<file path="src/rtl/pulp_pwr_pkg.sv">
// Purpose : shared types, default timings and output decode for the power-domain sequencer.
// Latency : n/a (package only).
// Backpressure: n/a (package only).
//
// Contents:
//   pwr_state_e  - the eight sequencer states
//   pwr_outs_t   - bundle of the registered control outputs
//   pwr_decode() - per-state output levels (used on the next state so outputs are registered)
//   pwr_max3()   - helper used to size the step counter
package pulp_pwr_pkg;

  typedef enum logic [2:0] {
    ST_OFF        = 3'd0,
    ST_PU_SWITCH  = 3'd1,
    ST_PU_SETTLE  = 3'd2,
    ST_PU_UNCLAMP = 3'd3,
    ST_ON         = 3'd4,
    ST_PD_ISO     = 3'd5,
    ST_PD_CLAMP   = 3'd6,
    ST_PD_SWITCH  = 3'd7
  } pwr_state_e;

  // Default sequencing timings, in core clock cycles.
  localparam int unsigned PWR_ISO_SETUP_CYCLES = 4;
  localparam int unsigned PWR_SETTLE_CYCLES    = 16;
  localparam int unsigned PWR_ACK_TIMEOUT      = 256;

  typedef struct packed {
    logic sleep;    // 1 = switch chain off
    logic clamp;    // 1 = level shifters clamped to 0
    logic iso_ena;  // 1 = isolation cells pass
    logic pwr_ack;  // 1 = domain fully on
    logic busy;     // 1 = in a transitional state
  } pwr_outs_t;

  function automatic int unsigned pwr_max3(input int unsigned a,
                                           input int unsigned b,
                                           input int unsigned c);
    int unsigned m;
    m = a;
    if (b > m) m = b;
    if (c > m) m = c;
    return m;
  endfunction

  // Output levels for each state. Every state keeps the invariants
  // iso_ena -> !clamp && !sleep and sleep -> clamp && !iso_ena.
  function automatic pwr_outs_t pwr_decode(input pwr_state_e s);
    pwr_outs_t o;
    o = '{sleep: 1'b1, clamp: 1'b1, iso_ena: 1'b0, pwr_ack: 1'b0, busy: 1'b0};
    case (s)
      ST_OFF:        o = '{sleep: 1'b1, clamp: 1'b1, iso_ena: 1'b0, pwr_ack: 1'b0, busy: 1'b0};
      ST_PU_SWITCH:  o = '{sleep: 1'b0, clamp: 1'b1, iso_ena: 1'b0, pwr_ack: 1'b0, busy: 1'b1};
      ST_PU_SETTLE:  o = '{sleep: 1'b0, clamp: 1'b1, iso_ena: 1'b0, pwr_ack: 1'b0, busy: 1'b1};
      ST_PU_UNCLAMP: o = '{sleep: 1'b0, clamp: 1'b0, iso_ena: 1'b0, pwr_ack: 1'b0, busy: 1'b1};
      ST_ON:         o = '{sleep: 1'b0, clamp: 1'b0, iso_ena: 1'b1, pwr_ack: 1'b1, busy: 1'b0};
      ST_PD_ISO:     o = '{sleep: 1'b0, clamp: 1'b0, iso_ena: 1'b0, pwr_ack: 1'b0, busy: 1'b1};
      ST_PD_CLAMP:   o = '{sleep: 1'b0, clamp: 1'b1, iso_ena: 1'b0, pwr_ack: 1'b0, busy: 1'b1};
      ST_PD_SWITCH:  o = '{sleep: 1'b1, clamp: 1'b1, iso_ena: 1'b0, pwr_ack: 1'b0, busy: 1'b1};
      default:       o = '{sleep: 1'b1, clamp: 1'b1, iso_ena: 1'b0, pwr_ack: 1'b0, busy: 1'b0};
    endcase
    return o;
  endfunction

endpackage

</file>
<file path="src/rtl/pulp_pwr_sync.sv">
// Purpose : two-flop synchroniser for an asynchronous level into clk_i.
// Latency : 2 cycles from a stable input level to q_o.
// Backpressure: none (free-running level path).
//
// Ports:
//   clk_i  in  clock of the receiving domain
//   rst_i  in  synchronous reset, active-high; both flops load RST_VAL
//   d_i    in  asynchronous level
//   q_o    out synchronised level
module pulp_pwr_sync #(
  parameter logic RST_VAL = 1'b1
) (
  input  logic clk_i,
  input  logic rst_i,
  input  logic d_i,
  output logic q_o
);

  logic r_meta;
  logic r_sync;

  always_ff @(posedge clk_i) begin
    if (rst_i) begin
      r_meta <= RST_VAL;
      r_sync <= RST_VAL;
    end else begin
      r_meta <= d_i;
      r_sync <= r_meta;
    end
  end

  assign q_o = r_sync;

endmodule

</file>
<file path="src/rtl/pulp_pwr_domain_ctrl.sv">
// Purpose : sequences isolation, clamps and power switches of one switchable domain.
// Latency : outputs registered from next state; OFF->ON and ON->OFF take several
//           tens of cycles, set by the timing parameters and the switch-chain ack.
// Backpressure: none; pwr_req_i is a level sampled only in OFF/ON, so a request
//           that changes mid-sequence is honoured once the sequence completes.
//
// Ports:
//   clk_i       in  always-on clock
//   rst_i       in  synchronous reset, active-high (forces OFF on that edge)
//   pwr_req_i   in  1 = domain wanted on, 0 = wanted off
//   pwr_ack_o   out 1 only while fully on
//   busy_o      out 1 during any power-up/power-down step
//   iso_ena_o   out isolation enable, 1 = pass
//   clamp_o     out level-shifter clamp, 1 = clamped to 0
//   sleep_o     out switch-chain control, 1 = domain off
//   sleepout_i  in  switch-chain daisy output (asynchronous)
//   err_o       out sticky switch-ack timeout flag
//   err_clr_i   in  single-cycle clear of err_o
module pulp_pwr_domain_ctrl
  import pulp_pwr_pkg::*;
#(
  parameter int unsigned ISO_SETUP_CYCLES = PWR_ISO_SETUP_CYCLES,
  parameter int unsigned SETTLE_CYCLES    = PWR_SETTLE_CYCLES,
  parameter int unsigned ACK_TIMEOUT      = PWR_ACK_TIMEOUT
) (
  input  logic clk_i,
  input  logic rst_i,
  input  logic pwr_req_i,
  output logic pwr_ack_o,
  output logic busy_o,
  output logic iso_ena_o,
  output logic clamp_o,
  output logic sleep_o,
  input  logic sleepout_i,
  output logic err_o,
  input  logic err_clr_i
);

  localparam int unsigned CNT_MAX_CYC = pwr_max3(ISO_SETUP_CYCLES, SETTLE_CYCLES, ACK_TIMEOUT);
  localparam int unsigned CNT_W       = $clog2(CNT_MAX_CYC) + 1;

  localparam logic [CNT_W-1:0] CNT_SAT     = '1;
  localparam logic [CNT_W-1:0] ISO_LAST    = CNT_W'(ISO_SETUP_CYCLES - 1);
  localparam logic [CNT_W-1:0] SETTLE_LAST = CNT_W'(SETTLE_CYCLES - 1);
  localparam logic [CNT_W-1:0] ACK_LAST    = CNT_W'(ACK_TIMEOUT - 1);

  pwr_state_e       r_state;
  pwr_state_e       w_state_nxt;
  logic [CNT_W-1:0] r_cnt;
  logic             w_timeout;
  logic             w_sleepout_s;
  pwr_outs_t        r_outs;
  pwr_outs_t        w_outs_nxt;
  logic             r_err;

  // Chain output idles high while the domain is off, so the synchroniser
  // resets to 1 to avoid a spurious "switched on" indication after reset.
  pulp_pwr_sync #(
    .RST_VAL (1'b1)
  ) u_sleepout_sync (
    .clk_i (clk_i),
    .rst_i (rst_i),
    .d_i   (sleepout_i),
    .q_o   (w_sleepout_s)
  );

  // State register.
  always_ff @(posedge clk_i) begin
    if (rst_i) begin
      r_state <= ST_OFF;
    end else begin
      r_state <= w_state_nxt;
    end
  end

  // Next-state logic. A missing switch ack does not hang the sequence: after
  // ACK_TIMEOUT cycles it proceeds anyway and raises the sticky error.
  always_comb begin
    w_state_nxt = r_state;
    w_timeout   = 1'b0;
    case (r_state)
      ST_OFF: begin
        if (pwr_req_i) w_state_nxt = ST_PU_SWITCH;
      end
      ST_PU_SWITCH: begin
        if (!w_sleepout_s) begin
          w_state_nxt = ST_PU_SETTLE;
        end else if (r_cnt == ACK_LAST) begin
          w_state_nxt = ST_PU_SETTLE;
          w_timeout   = 1'b1;
        end
      end
      ST_PU_SETTLE: begin
        if (r_cnt == SETTLE_LAST) w_state_nxt = ST_PU_UNCLAMP;
      end
      ST_PU_UNCLAMP: begin
        if (r_cnt == ISO_LAST) w_state_nxt = ST_ON;
      end
      ST_ON: begin
        if (!pwr_req_i) w_state_nxt = ST_PD_ISO;
      end
      ST_PD_ISO: begin
        if (r_cnt == ISO_LAST) w_state_nxt = ST_PD_CLAMP;
      end
      ST_PD_CLAMP: begin
        w_state_nxt = ST_PD_SWITCH;
      end
      ST_PD_SWITCH: begin
        if (w_sleepout_s) begin
          w_state_nxt = ST_OFF;
        end else if (r_cnt == ACK_LAST) begin
          w_state_nxt = ST_OFF;
          w_timeout   = 1'b1;
        end
      end
      default: begin
        w_state_nxt = ST_OFF;
      end
    endcase
  end

  // Step counter: restarts on every state change, saturates rather than wraps
  // so long dwell in OFF/ON can never alias onto a step boundary.
  always_ff @(posedge clk_i) begin
    if (rst_i) begin
      r_cnt <= '0;
    end else if (w_state_nxt != r_state) begin
      r_cnt <= '0;
    end else if (r_cnt != CNT_SAT) begin
      r_cnt <= r_cnt + 1'b1;
    end
  end

  // Outputs are decoded from the next state and registered, so each control
  // changes exactly on the edge that enters its state and never glitches.
  always_comb begin
    w_outs_nxt = pwr_decode(w_state_nxt);
  end

  always_ff @(posedge clk_i) begin
    if (rst_i) begin
      r_outs <= pwr_decode(ST_OFF);
    end else begin
      r_outs <= w_outs_nxt;
    end
  end

  // Sticky timeout flag; a coincident set beats the clear.
  always_ff @(posedge clk_i) begin
    if (rst_i) begin
      r_err <= 1'b0;
    end else if (w_timeout) begin
      r_err <= 1'b1;
    end else if (err_clr_i) begin
      r_err <= 1'b0;
    end
  end

  assign sleep_o   = r_outs.sleep;
  assign clamp_o   = r_outs.clamp;
  assign iso_ena_o = r_outs.iso_ena;
  assign pwr_ack_o = r_outs.pwr_ack;
  assign busy_o    = r_outs.busy;
  assign err_o     = r_err;

endmodule
</file>
<file path="config.mk">
export PLATFORM = sky130hd
export DESIGN_NAME = pulp_pwr_domain_ctrl
export DESIGN_NICKNAME = d
export VERILOG_FILES = /design/src/rtl/pulp_pwr_pkg.sv /design/src/rtl/pulp_pwr_sync.sv /design/src/rtl/pulp_pwr_domain_ctrl.sv
export SDC_FILE = /design/constraint.sdc
export NUM_CORES = 1
export LEC_CHECK = 0
export CAP_MARGIN = 5
export CORE_MARGIN = 3
export CORE_UTILIZATION = 45
export CTS_CLUSTER_SIZE = 30
export DETAILED_ROUTE_END_ITERATION = 12
export GPL_TIMING_DRIVEN = 0
export PLACE_DENSITY = 0.66
export SETUP_SLACK_MARGIN = 0.5
export SYNTH_ARGS = -nofsm -noshare
export SYNTH_HDL_FRONTEND = slang
export SYNTH_SLANG_ARGS = --single-unit
</file>
<file path="constraint.sdc">
create_clock -name clk_i -period 2.7 [get_ports clk_i]
set_clock_uncertainty 0.15 [all_clocks]
set_input_delay 0.675 -clock clk_i [delete_from_list [all_inputs] [get_ports clk_i]]
set_output_delay 0.675 -clock clk_i [all_outputs]
set_load 0.01 [all_outputs]
</file>
## Yosys cells after proc, flatten, opt, wreduce, memory -nomap -nowiden

Memory sizes are Yosys's and may differ from the RTL's. A register that Yosys moved wholly into a read port is not among the register bits.
Cells that the tools add are included.

| word-level totals | value |
|---|---|
| register bits after elaboration | 15 |
| latch bits | 0 |
| memory bits (writable) | 0 |
| ROM bits | 40 |
| input port bits | 5 |
| word-level logic and storage cells | 38 |
| memories | 1 |

| operators by class | value |
|---|---|
| $add $sub $neg | 1 |
| $mul | 0 |
| div/mod/pow operators | 0 |
| order comparisons | 0 |
| equal/unequal tests | 12 |
| shift operators | 0 |
| muxes and demuxes | 16 |
| bitwise operators | 0 |
| reduce and logical (&&, ||, !) cells | 3 |

Memory list:

| name | words | width | rd ports | clocked after memory_dff | wr ports | line | text |
|---|---|---|---|---|---|---|---|
| (name not given) | 8 | 5 | 1 | 1 | 0 | pulp_pwr_pkg.sv:51 | `case (s)` |

Operators by type and width:

| operator | count |
|---|---|
| $mux W3 | 9 |
| $pmux W3 S8 | 1 |
| $eq A3 B3 Y1 const B | 4 |
| $add A9 B1 Y9 const B | 1 |
| $eq A9 B2 Y1 const B | 1 |
| $eq A9 B4 Y1 const B | 1 |
| $eq A9 B8 Y1 const B | 1 |
| $ne A9 B9 Y1 const B | 1 |
| $eq A3 B2 Y1 const B | 2 |
| $mux W1 | 5 |
| $eq A3 B1 Y1 const B | 1 |
| $logic_not A3 Y1 | 1 |
| $ne A3 B3 Y1 | 1 |
| $pmux W1 S2 | 1 |
| $reduce_bool A2 Y1 | 1 |
| $reduce_or A2 Y1 | 1 |

## Logic depth before layout (Yosys ltp)

Gate-level depths: netlist of run 1.

| depth | value |
|---|---|
| word-level depth | 6 |
| gate-level depth with buffers | 9 |

## By module

A second synthesis of run 1 with hierarchy kept.

| second synthesis, totals | value |
|---|---|
| cells, all modules | 112 |
| area total of the unflattened synthesis | 1,001.0 µm² |

Modules (own cells, without submodules):

| module | instances | cells an instance | area each (µm²) |
|---|---|---|---|
| pulp_pwr_domain_ctrl | 1 | 108 | 948.4 |
| pulp_pwr_sync | 1 | 4 | 52.6 |

## Worst setup path after synthesis of run 1

OpenSTA, ideal clock, no wires.

| timing path | value |
|---|---|
| kind | register -> register |
| from | reg r_cnt[0] |
| to | reg, netlist name sleep_o |
| data arrival time | 1.962 ns |
| required time | 2.428 ns |
| setup slack | 0.466 ns |
| cell stages (with the launch flop) | 10 |
| path buffers | 0 |
| clock period less this slack | 2.234 ns |
| cells stage by stage | dfxtp_1 ha_1 nand3_1 nor2_1 ha_1 nand2b_1 nand2_1 a211o_2 a21boi_2 a311o_1 |

| on the way | value |
|---|---|
| longest elaborated chain between the ends | 4 |

Ends and longest elaborated chain:

| what | line | text |
|---|---|---|
| from (decl) | pulp_pwr_domain_ctrl.sv:49 | `logic [CNT_W-1:0] r_cnt;` |
| from (signal assigned) | pulp_pwr_domain_ctrl.sv:130 | `r_cnt <= r_cnt + 1'b1;` |
| $eq A9 B8 Y1 | pulp_pwr_domain_ctrl.sv:88, pulp_pwr_domain_ctrl.sv:111 |  |
| $mux W3 (on tied branches) | pulp_pwr_domain_ctrl.sv:111, pulp_pwr_domain_ctrl.sv:88 |  |
| $mux W3 (on tied branches) | pulp_pwr_domain_ctrl.sv:109, pulp_pwr_domain_ctrl.sv:86 |  |
| $pmux W3 S8 (*) | pulp_pwr_domain_ctrl.sv:81 | `case (r_state)` |

Every way passes the cells marked *; elsewhere a longest branch is shown, timed or not.
A chain may end at the register's enable or synchronous reset.

## Worst setup path in the final report of run 1

| timing path | value |
|---|---|
| from | reg r_cnt[0] |
| to | reg, netlist name sleep_o |

| on the way | value |
|---|---|
| longest elaborated chain between the ends | 4 |

Ends and longest elaborated chain:

| what | line |
|---|---|
| $eq A9 B8 Y1 | pulp_pwr_domain_ctrl.sv:88, pulp_pwr_domain_ctrl.sv:111 |
| $mux W3 (on tied branches) | pulp_pwr_domain_ctrl.sv:111, pulp_pwr_domain_ctrl.sv:88 |
| $mux W3 (on tied branches) | pulp_pwr_domain_ctrl.sv:109, pulp_pwr_domain_ctrl.sv:86 |
| $pmux W3 S8 (*) | pulp_pwr_domain_ctrl.sv:81 |

Marked as above.

==> summary.txt, run 1 <==
Final Max Slew Viols = 0
Die W = 54.1 um
#FFs+latches synth = 19
Yosys warning count = 0
Via count = 940
Setup TNS = 0 ps
WHS = 277 ps
Post-synthesis sequential area ratio = 36.5%
I/O pins = 11
CTS Buffer Depth = 2
Post-detail-place hpwl = 1460 um
1st-iter DRT viols = 8
DR vias/cell = 5.73
Yosys cell types = 42
Clk slew on worst S/H paths = 110 ps
Async S/R FF share, synth = 0%
Htree depth = 1
Worst-Skew Late Latency = 310 ps
PwrDens = 389 nW/um2
Antenna diode count = 0
Status = completed
Achievable clock frequency = 0.459 GHz
Met1 WL = 1050 um
GP Congestion = 0.874
WL met2 = 1110 um
Total CTS buffers = 3
Max layer used = met4
Crit-path leading delay family = compound AO/OA/AOI/OAI gates
Worst VDD drop = 0.296 mV
Clock sinks = 19
Routed wire length = 2340 um
1st-pass router iterations = 4
Hold Vio Cnt, Final = 0
Slew HR = 71.8%
Critical path class = register to register
Worst setup EP type = register
Cell area after synthesis = 1040 um2
Slowest CP cell = dfxtp_4
Critical path startpoint category = register
Critical path, cell by cell = ha_4 -> nand3_1 -> nor2_2 -> ha_2 -> buf_4 -> nor2_4 -> o2bb2ai_2 -> a21oi_2 -> a32o_2 -> a311o_1
First-pass GRT wire length = 3660 um
Critical Path Max Stage Delay = 370 ps
Final setup viols = 0
RSZ-0062 raised after global routing = yes
Root Buffer = clkbuf_4
Crit path DAT = 2230 ps
EDFF count, synth = 0
Buffers and inverters on the worst path = 1
Fillers = 181
Vias in the first global route = 802
Met3 WL post-DR = 102 um
Mapped Cells = 116
Overall Global Routing Usage = 17.7%
Drt drc = 0
Core area = 2080 um2
Antenna viol nets, final = 0
Syn Nets = 124
Routed len/inst = 14.3 um
Required time worst endpoint = 2750 ps
Die ar. = 2930 um2
Max Cap Violations = 0
Worst-path fanout max = 4
Global route overflow = 0
Fin crit share = 80.7%
Total leakage power = 0.000513 uW
Antenna violations before repair = 0
Placed cell areas = 1180 um2
CTS tree = done
Post-synth top flop = dfxtp_1
Share of post-route cells with drive strength above 1 = 33.6%
Port Buffers = 9
Largest net degree at the start of global routing = 12
Row Count = 16
Die Ht = 54.1 um
Worst Tran Pin Value = 422 ps
Fin area = 1340 um2
Worst hold path type = register to register
Min cycle time layout = 2180 ps
Syn-to-layout area delta = 29.1%
Nets@finish = 146
Synth Area per Inst = 8.97 um2
Initial Utilization = 50.0%
==> synth_stat cells, drive strengths merged, types with 2 or more instances <==
master | n | area [um2]
a21oi | 5 | 25.0
a32oi | 2 | 17.5
and3 | 2 | 12.5
buf | 5 | 45.0
clkbuf | 2 | 11.3
dfxtp | 19 | 380
ha | 3 | 37.5
inv | 4 | 15.0
nand2 | 8 | 30.0
nand3 | 2 | 10.0
nand4 | 3 | 18.8
nor2 | 23 | 86.3
nor2b | 2 | 12.5
nor4 | 2 | 33.8
o21ai | 3 | 15.0
or2 | 2 | 12.5
xnor2 | 3 | 26.3
xor2 | 5 | 43.8
==> cells by family (layout without fill, tap and decap cells) <==
logic type	Yosys count	in the layout	share of synthesized area, %
AND/OR/NAND/NOR	51	51	26.8
AO/OA/AOI/OAI	23	24	18.5
flip-flops	19	19	36.5
buffers and inverters	11	31	6.85
XOR/XNOR	8	8	6.73
adder cells (fa/ha/maj)	3	3	3.61
multiplexers	1	1	0.962
==> power by group <==
group | internal [uW] | switching [uW] | leakage, uW
Combinational | 42.4 | 41.4 | 0.000336
Sequential | 287 | 7.12 | 0.000159
Clock | 55.3 | 89.3 | 0.0000177
Total | 385 | 138 | 0.000513
==> cell type report <==
type / instances / area (um2) / area share, %
multi-input combinational: 87 / 669 / 49.8
sequential: 19 / 398 / 29.6
timing repair buffer: 16 / 143 / 10.6
buffer: 7 / 57.6 / 4.28
tap: 27 / 33.8 / 2.51
clock buffer: 3 / 22.5 / 1.68
inverter: 4 / 15.0 / 1.12
clock inverter: 1 / 5.00 / 0.372
==> path summary, 6_finish.rpt <==
path	from	endpoint	slack, ps	cells past startpoint
worst min register to register	u_sleepout_sync.r_meta	u_sleepout_sync.q_o	280	1
worst max register to register	r_cnt[0]	sleep_o	520	10
worst min-delay path	u_sleepout_sync.r_meta	u_sleepout_sync.q_o	280	1
worst max-delay path	r_cnt[0]	sleep_o	520	10
==> flip-flops by register name, indices dropped and copies added (netlist names) <==
| signal | count |
|---|---|
| busy_o | 1 |
| clamp_o | 1 |
| u_sleepout_sync.r_meta | 1 |
| iso_ena_o | 1 |
| r_cnt | 9 |
| u_sleepout_sync.q_o | 1 |
| err_o | 1 |
| sleep_o | 1 |
| r_state | 3 |
==> routing by layer <==
layer | up-vias | GRT usage [%]
li1 | 457 | -
met4 | 0 | 10.8
met3 | 11 | 3.32
met2 | 31 | 27.0
met5 | - | 0
met1 | 441 | 22.8
==> placed cells by master (no fill, tap or decap), types with 3 or more instances in the layout <==
cell type	synthesis	final
buf_4	3	10
xor2_1	5	5
nor2_1	23	21
clkdlybuf4s50_1	0	9
inv_1	4	4
nand4_1	3	3
dfxtp_4	0	4
dfxtp_1	19	13
o21ai_0	3	3
xnor2_1	3	3
clkbuf_4	1	4
a21oi_1	5	3
nand2_1	8	8
==> metrics by stage <==
step	total power [uW]	std cells	utilization [%]	setup WS (ps)
floorplan	347	116	-	509
global placement	366	152	56.7	311
detailed placement	368	152	56.7	310
CTS	517	161	61.5	518
global route	550	164	64.5	440
finish	523	164	64.5	521
==> repair_timing <==
action	4_1_cts	5_1_grt
setup buffers	5	2
gates cloned	0	1
hold buffers	0	0
hold endpoints to repair	0	0
pin swaps	4	11
endpoints found under the setup margin	1	10
gates resized for setup	11	9
(Power assumes the default switching activity.)
==> run 2: changes to the inputs <==
clock period = 2.1 ns   (was 2.7 ns; I/O delays follow)
==> summary.txt, run 2 (synthesized netlist as in run 1, its figures left out) <==
Status = finished, violations left
Failing checks = negative setup slack
Reg-to-reg critical path endpoint = sleep_o
Post-detail-place hpwl = 1450 um (-0.92%)
First-pass GRT wire length = 3810 um (+4.0%)
Worst-Skew Late Latency = 290 ps (-20 ps)
Critical path, cell by cell = nand4_1 -> nor2_2 -> ha_2 -> nand2b_4 -> nand2_1 -> a211o_2 -> a21boi_4 -> a311o_1
Min cycle time layout = 2140 ps (-37.9 ps)
R2r startpoint = r_cnt[5]
Max Cap Violations = 0 (unchanged)
Clock sinks = 19 (unchanged)
Required time worst endpoint = 2140 ps (-610 ps)
Die ar. = 2930 um2 (unchanged)
Pre-CTS WS = -169 ps (-479 ps)
Largest regs = r_cnt (9), r_state (3)
Max reg flops = 9 (unchanged)
Worst-path fanout max = 5 (+1)
Critical Path Max Stage Delay = 390 ps (+20 ps)
Routed wire length = 2270 um (-2.9%)
Total leakage power = 0.000549 uW (+7.1%)
Total CTS buffers = 3 (unchanged)
DR vias/cell = 5.41 (-5.6%)
Most common cell after layout, fill and taps aside = nor2_1
Hold path cells = 2 (+1)
Routed len/inst = 13.4 um (-6.3%)
CTS tree = done
Antenna violations before repair = 0 (unchanged)
Core area = 2080 um2 (unchanged)
Largest net degree at the start of global routing = 11 (-1)
Antenna diode count = 0 (unchanged)
GP Congestion = 0.852 (-2.6%)
I/O pins = 11 (unchanged)
CTS Buffer Depth = 2 (unchanged)
Vias in the first global route = 782 (-2.5%)
Setup TNS = -41.3 ps (-41.3 ps)
Global route overflow = 0 (unchanged)
Fin crit share = 102% (+21 points)
Port Buffers = 9 (unchanged)
Critical path startpoint category = register
Reg2reg setup slack = -40 ps (-560 ps)
Final setup viols = 1 (+1)
Worst VDD drop = 0.377 mV (+27%)
Hold_buf cts = 0 (unchanged)
Worst hold path type = primary input to register
Largest reg by FF count = r_cnt
Root Buffer = clkbuf_4
Critical path class = register to register
Slew HR = 70.2% (-1.6 points)
Final Max Slew Viols = 0 (unchanged)
Worst Tran Pin Value = 443 ps (+21.7 ps)
Crit path DAT = 2180 ps (-50 ps)
Setup WS post-layout = -41.3 ps (-562 ps)
Overall Global Routing Usage = 18.2% (+0.48 points)
Row Count = 16 (unchanged)
Share of post-route cells with drive strength above 1 = 42.7% (+9.1 points)
Via count = 920 (-2.1%)
Worst Hold Launch = rst_i
1st-iter DRT viols = 25 (+17)
Reg2Reg Depth = 8 (-2)
1st-pass router iterations = 4 (unchanged)
Commonest cells after routing, fill and taps aside = nor2_1 (16), buf_4 (11), dfxtp_1 (10), buf_6 (9), nand2_1 (8)
PwrDens = 469 nW/um2 (+21%)
Crit-path leading delay family = compound AO/OA/AOI/OAI gates
Achievable clock frequency = 0.467 GHz (+1.8%)
Syn-to-layout area delta = 37.5%
Die Ht = 54.1 um (unchanged)
Htree depth = 1 (unchanged)
RSZ-0062 raised after global routing = yes
Min-Delay Endpoint = r_state[0]
Drt drc = 0 (unchanged)
Clk slew on worst S/H paths = 100 ps (about the same)
Die W = 54.1 um (unchanged)
Hold Vio Cnt, Final = 0 (unchanged)
Slowest CP cell = dfxtp_4
Nets@finish = 152 (+4.1%)
Antenna viol nets, final = 0 (unchanged)
Buffers and inverters on the worst path = 0 (-1)
Initial Utilization = 50.0% (unchanged)
Worst setup EP type = register
Post-layout util = 68.8% (+4.2 points)
-- run 2: changes by cell type in the layout (fill, tap and decap cells not counted), moves of 2 or more --
cell | before | now
buf_6 | 2 | 9
nor2_2 | 1 | 7
nor2_1 | 21 | 16
clkdlybuf4s15_1 | 0 | 3
dfxtp_1 | 13 | 10
dfxtp_2 | 2 | 5
clkbuf_1 | 0 | 2
dlygate4sd2_1 | 0 | 2
clkdlybuf4s50_1 | 9 | 3
-- run 2: through the flow --
step                      total power, uW  area, um2  hold slack, ps  cells
after floorplan                       451       1090             239    116
after global placement                476       1220             249    152
after detailed placement              478       1220             259    152
after CTS                             673       1370             260    166
after global routing                  711       1430             272    170
final                                 672       1430             279    170
-- run 2: worst max path at each step --
| stage | startpoint | to | slack (ps) | cells past startpoint |
|---|---|---|---|---|
| 6_report | r_cnt[5] | sleep_o | -40 | 8 |
| 2_1_floorplan | r_cnt[1] | sleep_o | 60 | 9 |
| 5_1_grt | r_cnt[1] | sleep_o | -140 | 9 |
| 4_1_cts | r_cnt[1] | sleep_o | -30 | 9 |
| 3_3_place_gp | pwr_req_i | sleep_o | -160 | 6 |
| 3_5_place_dp | pwr_req_i | sleep_o | -170 | 6 |
-- run 2: power breakdown --
group	internal, uW	leakage (uW)	switching, uW
clock	73.9	0.0000150	106
sequential	368	0.000160	8.04
combinational	60.0	0.000374	55.8
total	502	0.000549	170
-- run 2: cell type report --
class                      count  area, um2
sequential                    19        402
multi-input combinational     86        682
tap                           27       33.8
timing repair buffer          23        213
buffer                         7       60.1
inverter                       4       15.0
fill                         180        651
clock buffer                   4       26.3
-- run 2: worst reg2reg max path, cell delays in order (launching register included) --
cell and delay, ps:
dfxtp_4 390, nand4_1 150, nor2_2 170, ha_2 230, nand2b_4 140, nand2_1 50
a211o_2 330, a21boi_4 160, a311o_1 260
-- run 2: metal layers --
layer / track usage (%) / up-vias / routed length [um]
met5: 0 / - / 0
met4: 7.47 / 0 / 18
met3: 3.05 / 2 / 131
met2: 26.4 / 21 / 1090
met1: 26.2 / 431 / 1030
li1: - / 466 / -
-- run 2: timing repair --
action	CTS	global route
gates resized for setup	30	10
endpoints found under the setup margin	22	20
buffers inserted	10	4
cloned	0	0
pin swaps	7	6
